--- config.mk ---
export PLATFORM = sky130hd
export DESIGN_NAME = la_eth_mdio
export DESIGN_NICKNAME = d
export VERILOG_FILES = /design/src/rtl/la_eth_mdio.sv
export SDC_FILE = /design/constraint.sdc
export NUM_CORES = 1
export LEC_CHECK = 0
export ABC_AREA = 1
export ABC_CLOCK_PERIOD_IN_PS = 3630
export BUFFER_PORTS_ARGS = -buffer_cell sky130_fd_sc_hd__buf_4
export CORE_UTILIZATION = 40
export DETAILED_ROUTE_END_ITERATION = 10
export HOLD_SLACK_MARGIN = 0.06
export PLACE_DENSITY = 0.67
export SYNTH_ARGS = -nofsm -noshare
export SYNTH_HDL_FRONTEND = slang
export SYNTH_SLANG_ARGS = --single-unit
--- constraint.sdc ---
create_clock -name clk -period 3.63 [get_ports clk]
set_input_delay 0.363 -clock clk [delete_from_list [all_inputs] [get_ports clk]]
set_output_delay 0.363 -clock clk [all_outputs]
set_load 0.01 [all_outputs]
--- src/rtl/la_eth_mdio.sv ---
// Clause 22 MDIO master: serialises one PHY register read or write per command over MDC/MDIO.
// Latency: accept at T, first MDC low phase at T+1, resp_valid at T+1+(PRE+32)*2*DIV.
// Backpressure: req_ready only in IDLE; the response is held in RESP until resp_ready.
module la_eth_mdio #(
    parameter int DIV = 4,
    parameter int PRE = 32
) (
    input  logic        clk,
    input  logic        reset,
    input  logic        req_valid,
    output logic        req_ready,
    input  logic        req_write,
    input  logic [4:0]  req_phyaddr,
    input  logic [4:0]  req_regaddr,
    input  logic [15:0] req_wdata,
    output logic        resp_valid,
    input  logic        resp_ready,
    output logic [15:0] resp_rdata,
    output logic        resp_err,
    output logic        busy,
    output logic        mdc,
    output logic        mdout,
    output logic        mden,
    input  logic        mdin
);

    typedef enum logic [2:0] {S_IDLE, S_PRE, S_HDR, S_TA, S_DATA, S_RESP} state_t;

    localparam logic [8:0] PH_LAST  = 9'(2 * DIV - 1);
    localparam logic [8:0] PH_RISE  = 9'(DIV);
    // Last low-phase clk: its closing edge is the MDC rising edge, where mdin is captured.
    localparam logic [8:0] PH_SMP   = 9'(DIV - 1);
    localparam logic [4:0] PRE_LAST = 5'((PRE > 0) ? PRE - 1 : 0);

    state_t      state_q, state_d;
    logic [8:0]  ph_q, ph_d;
    logic [4:0]  bcnt_q, bcnt_d;
    logic [31:0] shreg_q, shreg_d;
    logic        wr_q, wr_d;
    logic [15:0] rdata_q, rdata_d;
    logic        err_q, err_d;
    logic        mdc_q, mdc_d;
    logic        mdout_q, mdout_d;
    logic        mden_q, mden_d;
    logic        resp_valid_q, resp_valid_d;
    logic        busy_q, busy_d;
    logic        bit_end;

    assign req_ready  = (state_q == S_IDLE);
    assign resp_valid = resp_valid_q;
    assign resp_rdata = rdata_q;
    assign resp_err   = err_q;
    assign busy       = busy_q;
    assign mdc        = mdc_q;
    assign mdout      = mdout_q;
    assign mden       = mden_q;

    // State and datapath registers; reset wins over everything, including mid-frame.
    always_ff @(posedge clk) begin
        if (reset) begin
            state_q      <= S_IDLE;
            ph_q         <= '0;
            bcnt_q       <= '0;
            shreg_q      <= '0;
            wr_q         <= 1'b0;
            rdata_q      <= '0;
            err_q        <= 1'b0;
            mdc_q        <= 1'b0;
            mdout_q      <= 1'b1;
            mden_q       <= 1'b0;
            resp_valid_q <= 1'b0;
            busy_q       <= 1'b0;
        end else begin
            state_q      <= state_d;
            ph_q         <= ph_d;
            bcnt_q       <= bcnt_d;
            shreg_q      <= shreg_d;
            wr_q         <= wr_d;
            rdata_q      <= rdata_d;
            err_q        <= err_d;
            mdc_q        <= mdc_d;
            mdout_q      <= mdout_d;
            mden_q       <= mden_d;
            resp_valid_q <= resp_valid_d;
            busy_q       <= busy_d;
        end
    end

    // Next state: accept, phase/bit counting, mdin capture and frame shifting.
    always_comb begin
        state_d = state_q;
        ph_d    = ph_q;
        bcnt_d  = bcnt_q;
        shreg_d = shreg_q;
        wr_d    = wr_q;
        rdata_d = rdata_q;
        err_d   = err_q;
        bit_end = (ph_q == PH_LAST);
        case (state_q)
            S_IDLE: begin
                if (req_valid) begin
                    wr_d    = req_write;
                    // ST, OP, PHYAD, REGAD, TA, DATA; reads carry 1s where the PHY drives.
                    shreg_d = {2'b01, req_write ? 2'b01 : 2'b10, req_phyaddr, req_regaddr,
                               req_write ? 2'b10 : 2'b11, req_write ? req_wdata : 16'hffff};
                    rdata_d = '0;
                    err_d   = 1'b0;
                    ph_d    = '0;
                    if (PRE > 0) begin
                        state_d = S_PRE;
                        bcnt_d  = PRE_LAST;
                    end else begin
                        state_d = S_HDR;
                        bcnt_d  = 5'd13;
                    end
                end
            end
            S_RESP: begin
                if (resp_ready) state_d = S_IDLE;
            end
            default: begin
                ph_d = bit_end ? '0 : ph_q + 9'd1;
                if (ph_q == PH_SMP && !wr_q) begin
                    if (state_q == S_TA && bcnt_q == 5'd0 && mdin) err_d = 1'b1;
                    if (state_q == S_DATA) rdata_d = {rdata_q[14:0], mdin};
                end
                if (bit_end) begin
                    if (state_q != S_PRE) shreg_d = {shreg_q[30:0], 1'b0};
                    bcnt_d = bcnt_q - 5'd1;
                    if (bcnt_q == 5'd0) begin
                        case (state_q)
                            S_PRE:   begin state_d = S_HDR;  bcnt_d = 5'd13; end
                            S_HDR:   begin state_d = S_TA;   bcnt_d = 5'd1;  end
                            S_TA:    begin state_d = S_DATA; bcnt_d = 5'd15; end
                            default: begin state_d = S_RESP; bcnt_d = 5'd0;  end
                        endcase
                    end
                end
            end
        endcase
    end

    // Pin and status outputs, registered from next state so mdout/mden change only at ph=0.
    always_comb begin
        mdc_d        = (state_d inside {S_PRE, S_HDR, S_TA, S_DATA}) && (ph_d >= PH_RISE);
        mdout_d      = 1'b1;
        mden_d       = 1'b0;
        case (state_d)
            S_PRE:        mden_d = 1'b1;
            S_HDR:        begin mdout_d = shreg_d[31]; mden_d = 1'b1; end
            S_TA, S_DATA: begin mdout_d = shreg_d[31]; mden_d = wr_d; end
            default:      ;
        endcase
        resp_valid_d = (state_d == S_RESP);
        busy_d       = (state_d != S_IDLE);
    end

endmodule

; Word level (Yosys, flattened, before mapping)
; Cells that the tools add are included.
; W data, S select, Z words.
[op_classes]
n_addsub = 2
mul = 0
n_div = 0
magnitude_cmp = 1
n_eq_ne = 14
n_shift = 0
muxes = 32
bitwise = 2
n_reduce_logical = 22
[ops]
columns = operator, count
row1 = $mux W32, 3
row2 = $mux W16, 4
row3 = $pmux W32 S2, 1
row4 = $pmux W16 S2, 1
row5 = $mux W9, 2
row6 = $pmux W9 S2, 1
row7 = $mux W5, 3
row8 = $eq A3 B2 Y1 const B, 4
row9 = $eq A3 B3 Y1 const B, 4
row10 = $mux W3, 4
row11 = $pmux W4 S3, 1
row12 = $reduce_and A4 Y1, 3
row13 = $pmux W5 S2, 1
row14 = $reduce_bool A2 Y1, 5
row15 = $add A9 B1 Y9 const B, 1
row16 = $eq A9 B2 Y1 const B, 1
row17 = $eq A9 B3 Y1 const B, 1
row18 = $ge A9 B3 Y1 const B, 1
row19 = $pmux W3 S3, 1
row20 = $eq A3 B1 Y1 const B, 2
row21 = $mux W1, 6
row22 = $pmux W3 S2, 1
row23 = $reduce_or A2 Y1, 3
row24 = $logic_not A5 Y1, 1
row25 = 13 further kinds, 18
[word_totals]
register_bits = 72
latchBits = 0
ramBits = 0
rom_bits = 0
in_bits = 32
wordCells = 86
memories = 0

; Depth between registers and ports, before layout
[logic_depth]
depth_word = 9
mapped_depth = 13
mapped_depth_nobuf = 13

; Worst setup path after synthesis
; Ideal clock, no wire load.
[synth_path]
path_kind = register to register
start = reg ph_q[1]
end = reg shreg_q[19]
arrival_ps = 1528
slack_ps = 1969
stages_incl_launch_ff = 13
n_path_buf = 2
period_less_slack_ps = 1661
cell_sequence = dfxtp_1 ha_1 inv_1 nor2_1 nand2_1 nor2_4 nand2_4 a21oi_4 inv_2 buf_6 buf_6 nand2_1 a31oi_1
[synth_between]
elab_chain_len = 3
[synth_rtl]
columns = item, line
row1 = from (decl), 36  ; logic [8:0] ph_q, ph_d;
row2 = from (signal assigned), 75  ; ph_q <= ph_d;
row3 = $eq A9 B3 Y1, 98  ; bit_end = (ph_q == PH_LAST);
row4 = $reduce_bool A2 Y1 (no source line), -
row5 = $reduce_and A4 Y1 (no source line), -
row6 = to (signal assigned), 77  ; shreg_q <= shreg_d;
row7 = to (decl), 38  ; logic [31:0] shreg_q, shreg_d;
; No other way between the ends.
; A chain may end at the register's enable or synchronous reset.

; Final worst setup path
[layout_path]
start = reg state_q[2]
end = reg rdata_q[0] (netlist: resp_rdata[0])
[layout_between]
elab_chain_len = 3
[layout_rtl]
columns = item, line
row1 = from (decl), 35  ; state_t state_q, state_d;
row2 = from (signal assigned), 74  ; state_q <= state_d;
row3 = $eq A3 B3 Y1 (tied with other cells), 125  ; if (state_q == S_DATA) rdata_d = {rdata_q[14:0], mdin};
row4 = $reduce_bool A2 Y1 (no source line) (tied with other cells), -
row5 = $reduce_and A4 Y1 (no source line), -
row6 = to (signal assigned), 79  ; rdata_q <= rdata_d;
row7 = to (decl), 40  ; logic [15:0] rdata_q, rdata_d;
; Parallel ways exist; a longest one is shown, timed or not.

==> impl_table.tex <==
\begin{tabular}{lr}
\hline
Metric & Value \\
\hline
\multicolumn{2}{l}{\textbf{Status}} \\
Result of the run & completed \\
\multicolumn{2}{l}{\textbf{Clocking}} \\
CTS buffer count & 9 \\
Sinks on the clock net & 72 \\
Clock latency reported for the late side of the worst-skew pair & 0.34 ns \\
Post-cts repair resize count & 0 \\
Maximum level of the CTS H-tree & 3 \\
Worst-case clock buffer depth & 2 \\
Cts hold-fix bufs & 0 \\
TritonCTS clock tree & yes \\
Root Buffer Master & sky130\_fd\_sc\_hd\_\_clkbuf\_8 \\
Number of post-CTS setup repair buffers & 0 \\
Reg clk slew, reported paths & 0.08 ns \\
\multicolumn{2}{l}{\textbf{STA}} \\
Slew at the pin closest to its max-slew limit & 0.7619 ns \\
Setup Skew & 0.008343 ns \\
Final count of pins violating max slew & 0 \\
Setup tns final & 0 ns \\
Highest achievable clock rate & 0.4059 GHz \\
Hold Vio Cnt, Final & 0 \\
Headroom to the max-slew limit & 0.4913 \\
Unrepaired setup endpoints after global routing & false \\
Minimum clock period after layout & 2.464 ns \\
Final setup vio count & 0 \\
Final clock period utilization by the worst path & 0.6787 \\
\multicolumn{2}{l}{\textbf{Synthesis}} \\
Per-instance average area after synthesis & 7.241 µm² \\
Most instantiated library cell after synthesis & sky130\_fd\_sc\_hd\_\_nand2\_1 \\
Gate Count Post-Synth & 475 \\
Biggest area contributors in the synthesized netlist & sky130\_fd\_sc\_hd\_\_dfxtp\_1, sky130\_fd\_sc\_hd\_\_nand2\_1, sky130\_fd\_sc\_hd\_\_a21oi\_1 \\
Post-synth EDFFs & 0 \\
Top-area cell type share of the netlist area & 0.4191 \\
Syn\_nets & 510 \\
Leading area contributor after synthesis & sky130\_fd\_sc\_hd\_\_dfxtp\_1 \\
Cell variety after synth & 34 \\
Share of synthesized flip-flops with an asynchronous set or reset & 0 \\
Most frequent cells after synthesis & sky130\_fd\_sc\_hd\_\_nand2\_1, sky130\_fd\_sc\_hd\_\_dfxtp\_1, sky130\_fd\_sc\_hd\_\_a21oi\_1, sky130\_fd\_sc\_hd\_\_nor2\_1, sky130\_fd\_sc\_hd\_\_inv\_1 \\
Dominant synthesized flop cell & sky130\_fd\_sc\_hd\_\_dfxtp\_1 \\
Share of synthesized area occupied by flip-flops and latches & 0.4191 \\
Synth warn & 0 \\
Flops \& latches, synth & 72 \\
Cell area after synthesis & 3440 µm² \\
\multicolumn{2}{l}{\textbf{Placed design}} \\
Number of placed cells counting well taps & 612 \\
Area after DPL & 3834 µm² \\
Port buffer count & 54 \\
DP HPWL & 5247 µm \\
RD Place Congestion & 0.8476 \\
\multicolumn{2}{l}{\textbf{Finish}} \\
Final std cells w/o fill & 628 \\
Synth-to-layout area growth & 18.01\% \\
Post-layout net count & 553 \\
Count of antenna diodes in the layout & 0 \\
Util after Layout & 0.4915 \\
Share of post-route cells with drive strength above 1 & 0.1969 \\
Cell area after layout & 4059 µm² \\
\multicolumn{2}{l}{\textbf{Routing}} \\
Post-Route WL & 7727 µm \\
Routed vias/inst & 5.056 \\
Via Count & 3175 \\
Number of iterations in the first detailed-routing pass & 4 \\
Routed len/inst & 12.30 µm \\
Iteration-0 DRC count of the detailed router & 151 \\
Remaining antenna violation count after routing & 0 \\
DRC violation count after routing & 0 \\
\multicolumn{2}{l}{\textbf{Worst setup path}} \\
Worst path slowest cell & sky130\_fd\_sc\_hd\_\_dfxtp\_1 \\
Max Fanout on Critical Path & 30 \\
Required time of the worst setup path & 3.84 ns \\
Startpoint types & flop \\
Crit. End Element & flop \\
Data arrival, critical path & 2.68 ns \\
Cells along the critical path & nor2\_8, inv\_4, nor2\_4, inv\_2, nand2\_4, nand2\_2, a21oi\_1, nor3\_1 \\
Type of the setup path with the least slack & reg -> reg \\
Critical Path Max Stage Delay & 0.55 ns \\
Critical path buffers and inverters & 2 \\
Cell type group with the largest total delay on the critical path & simple AND/OR/NAND/NOR gates \\
\multicolumn{2}{l}{\textbf{Floorplanning}} \\
Initial Util & 0.4165 \\
I/O pin count & 55 \\
Height of the chip & 94.73 µm \\
Placeable core area & 8258 µm² \\
Die Span X & 94.73 µm \\
\# rows & 33 \\
Die Outline Area & 8974 µm² \\
\multicolumn{2}{l}{\textbf{Pwr}} \\
Lkg Pwr & 1.708 nW \\
VDD IR-drop max & 245.2 µV \\
Total Power & 2.079 mW \\
Power Density & 512.1 nW/µm² \\
\multicolumn{2}{l}{\textbf{Min path}} \\
Kind of path behind the tightest hold check & in -> reg \\
\multicolumn{2}{l}{\textbf{GRT}} \\
Number of antenna violations at the first check in global routing & 0 \\
Number of global-route vias before repair & 2958 \\
GR Util All Layers & 0.1875 \\
Overall overflow remaining after global route & 0 \\
First-pass GRT wire length & 13210 µm \\
Maximum number of pins on one net before global-route repair & 59 \\
\multicolumn{2}{l}{\textbf{Run}} \\
Max Cap Violations & 0 \\
\hline
\end{tabular}
[stage by stage]
stage	hold slack [ns]	setup WS [ns]
floorplan	0.4405	1.969
global placement	0.4575	1.299
detailed placement	0.4619	1.222
CTS	0.2810	1.203
global route	0.2911	0.9036
finish	0.2943	1.166
[flip-flops by register name, indices dropped and copies added, names as in the netlist]
name	count
mden	1
resp_err	1
mdc	1
bcnt_q	5
shreg_q	32
ph_q	9
wr_q	1
resp_rdata	16
state_q	3
resp_valid	1
mdout	1
busy	1
[final timing paths]
path / start / end / slack, ns / cells past startpoint
worst max-delay path: state_q[2]$_SDFF_PP0_ / resp_rdata[0]$_SDFFE_PP0P_ / 1.17 / 8
worst min-delay path: req_regaddr[3] / shreg_q[21]$_SDFFE_PP0P_ / 0.29 / 3
worst max register to register: state_q[2]$_SDFF_PP0_ / resp_rdata[0]$_SDFFE_PP0P_ / 1.17 / 8
worst min register to register: shreg_q[0]$_SDFFE_PP0P_ / shreg_q[0]$_SDFFE_PP0P_ / 0.47 / 2
[logic make-up (layout without fill, tap and decap cells)]
group / count (synthesis) / count (layout) / share of synthesized area
compound gates: 112 / 112 / 0.1808
xor+xnor: 3 / 3 / 0.007641
fa+ha+maj: 3 / 3 / 0.01091
buf+inv: 69 / 117 / 0.09421
flops: 72 / 72 / 0.4191
simple gates: 216 / 216 / 0.2874
[layer usage]
metal	GRT usage	wire, µm
met2	0.3171	3691
met5	0	0
met4	0.05303	95
met1	0.2324	3621
met3	0.05153	319
[power breakdown]
group,switching [mW],internal (mW)
clock,0.305,0.395
combinational,0.273,0.172
sequential,0.0590,0.874
[layout by cell type, fill, tap and decap left out, drive strengths merged]
cell type / synthesis / layout
buf: 12 / 54
clkbuf: 10 / 13
and2: 1 / 1
nand2: 120 / 120
inv: 46 / 47
nor3: 21 / 21
a31oi: 27 / 27
o21ai: 35 / 35
nor2: 49 / 49
clkinvlp: 0 / 1
o21a: 1 / 1
a211oi: 2 / 2
a21oi: 47 / 47
nand3: 23 / 23
bufinv: 0 / 1
dfxtp: 72 / 72
xor2: 3 / 3
clkinv: 1 / 1
ha: 3 / 3
nand4: 2 / 2
[worst register-to-register path, delay by kind of cell, from the launching register on]
kind,cells,cell delay (ns)
AO/OA/AOI/OAI,1,0.23
buffers and inverters,2,0.22
flip-flops,1,0.55
AND/OR/NAND/NOR,5,1.32
[final cells by class]
| type | count | area [µm²] |
|---|---|---|
| fill | 844 | 4199 |
| multi-input combinational | 334 | 1674 |
| sequential | 72 | 1441 |
| timing repair buffer | 54 | 405.4 |
| inverter | 47 | 181.4 |
| clock buffer | 13 | 178.9 |
| tap | 105 | 131.4 |
| clock inverter | 3 | 46.29 |
Note: power is estimated with default switching activity, not from simulation.
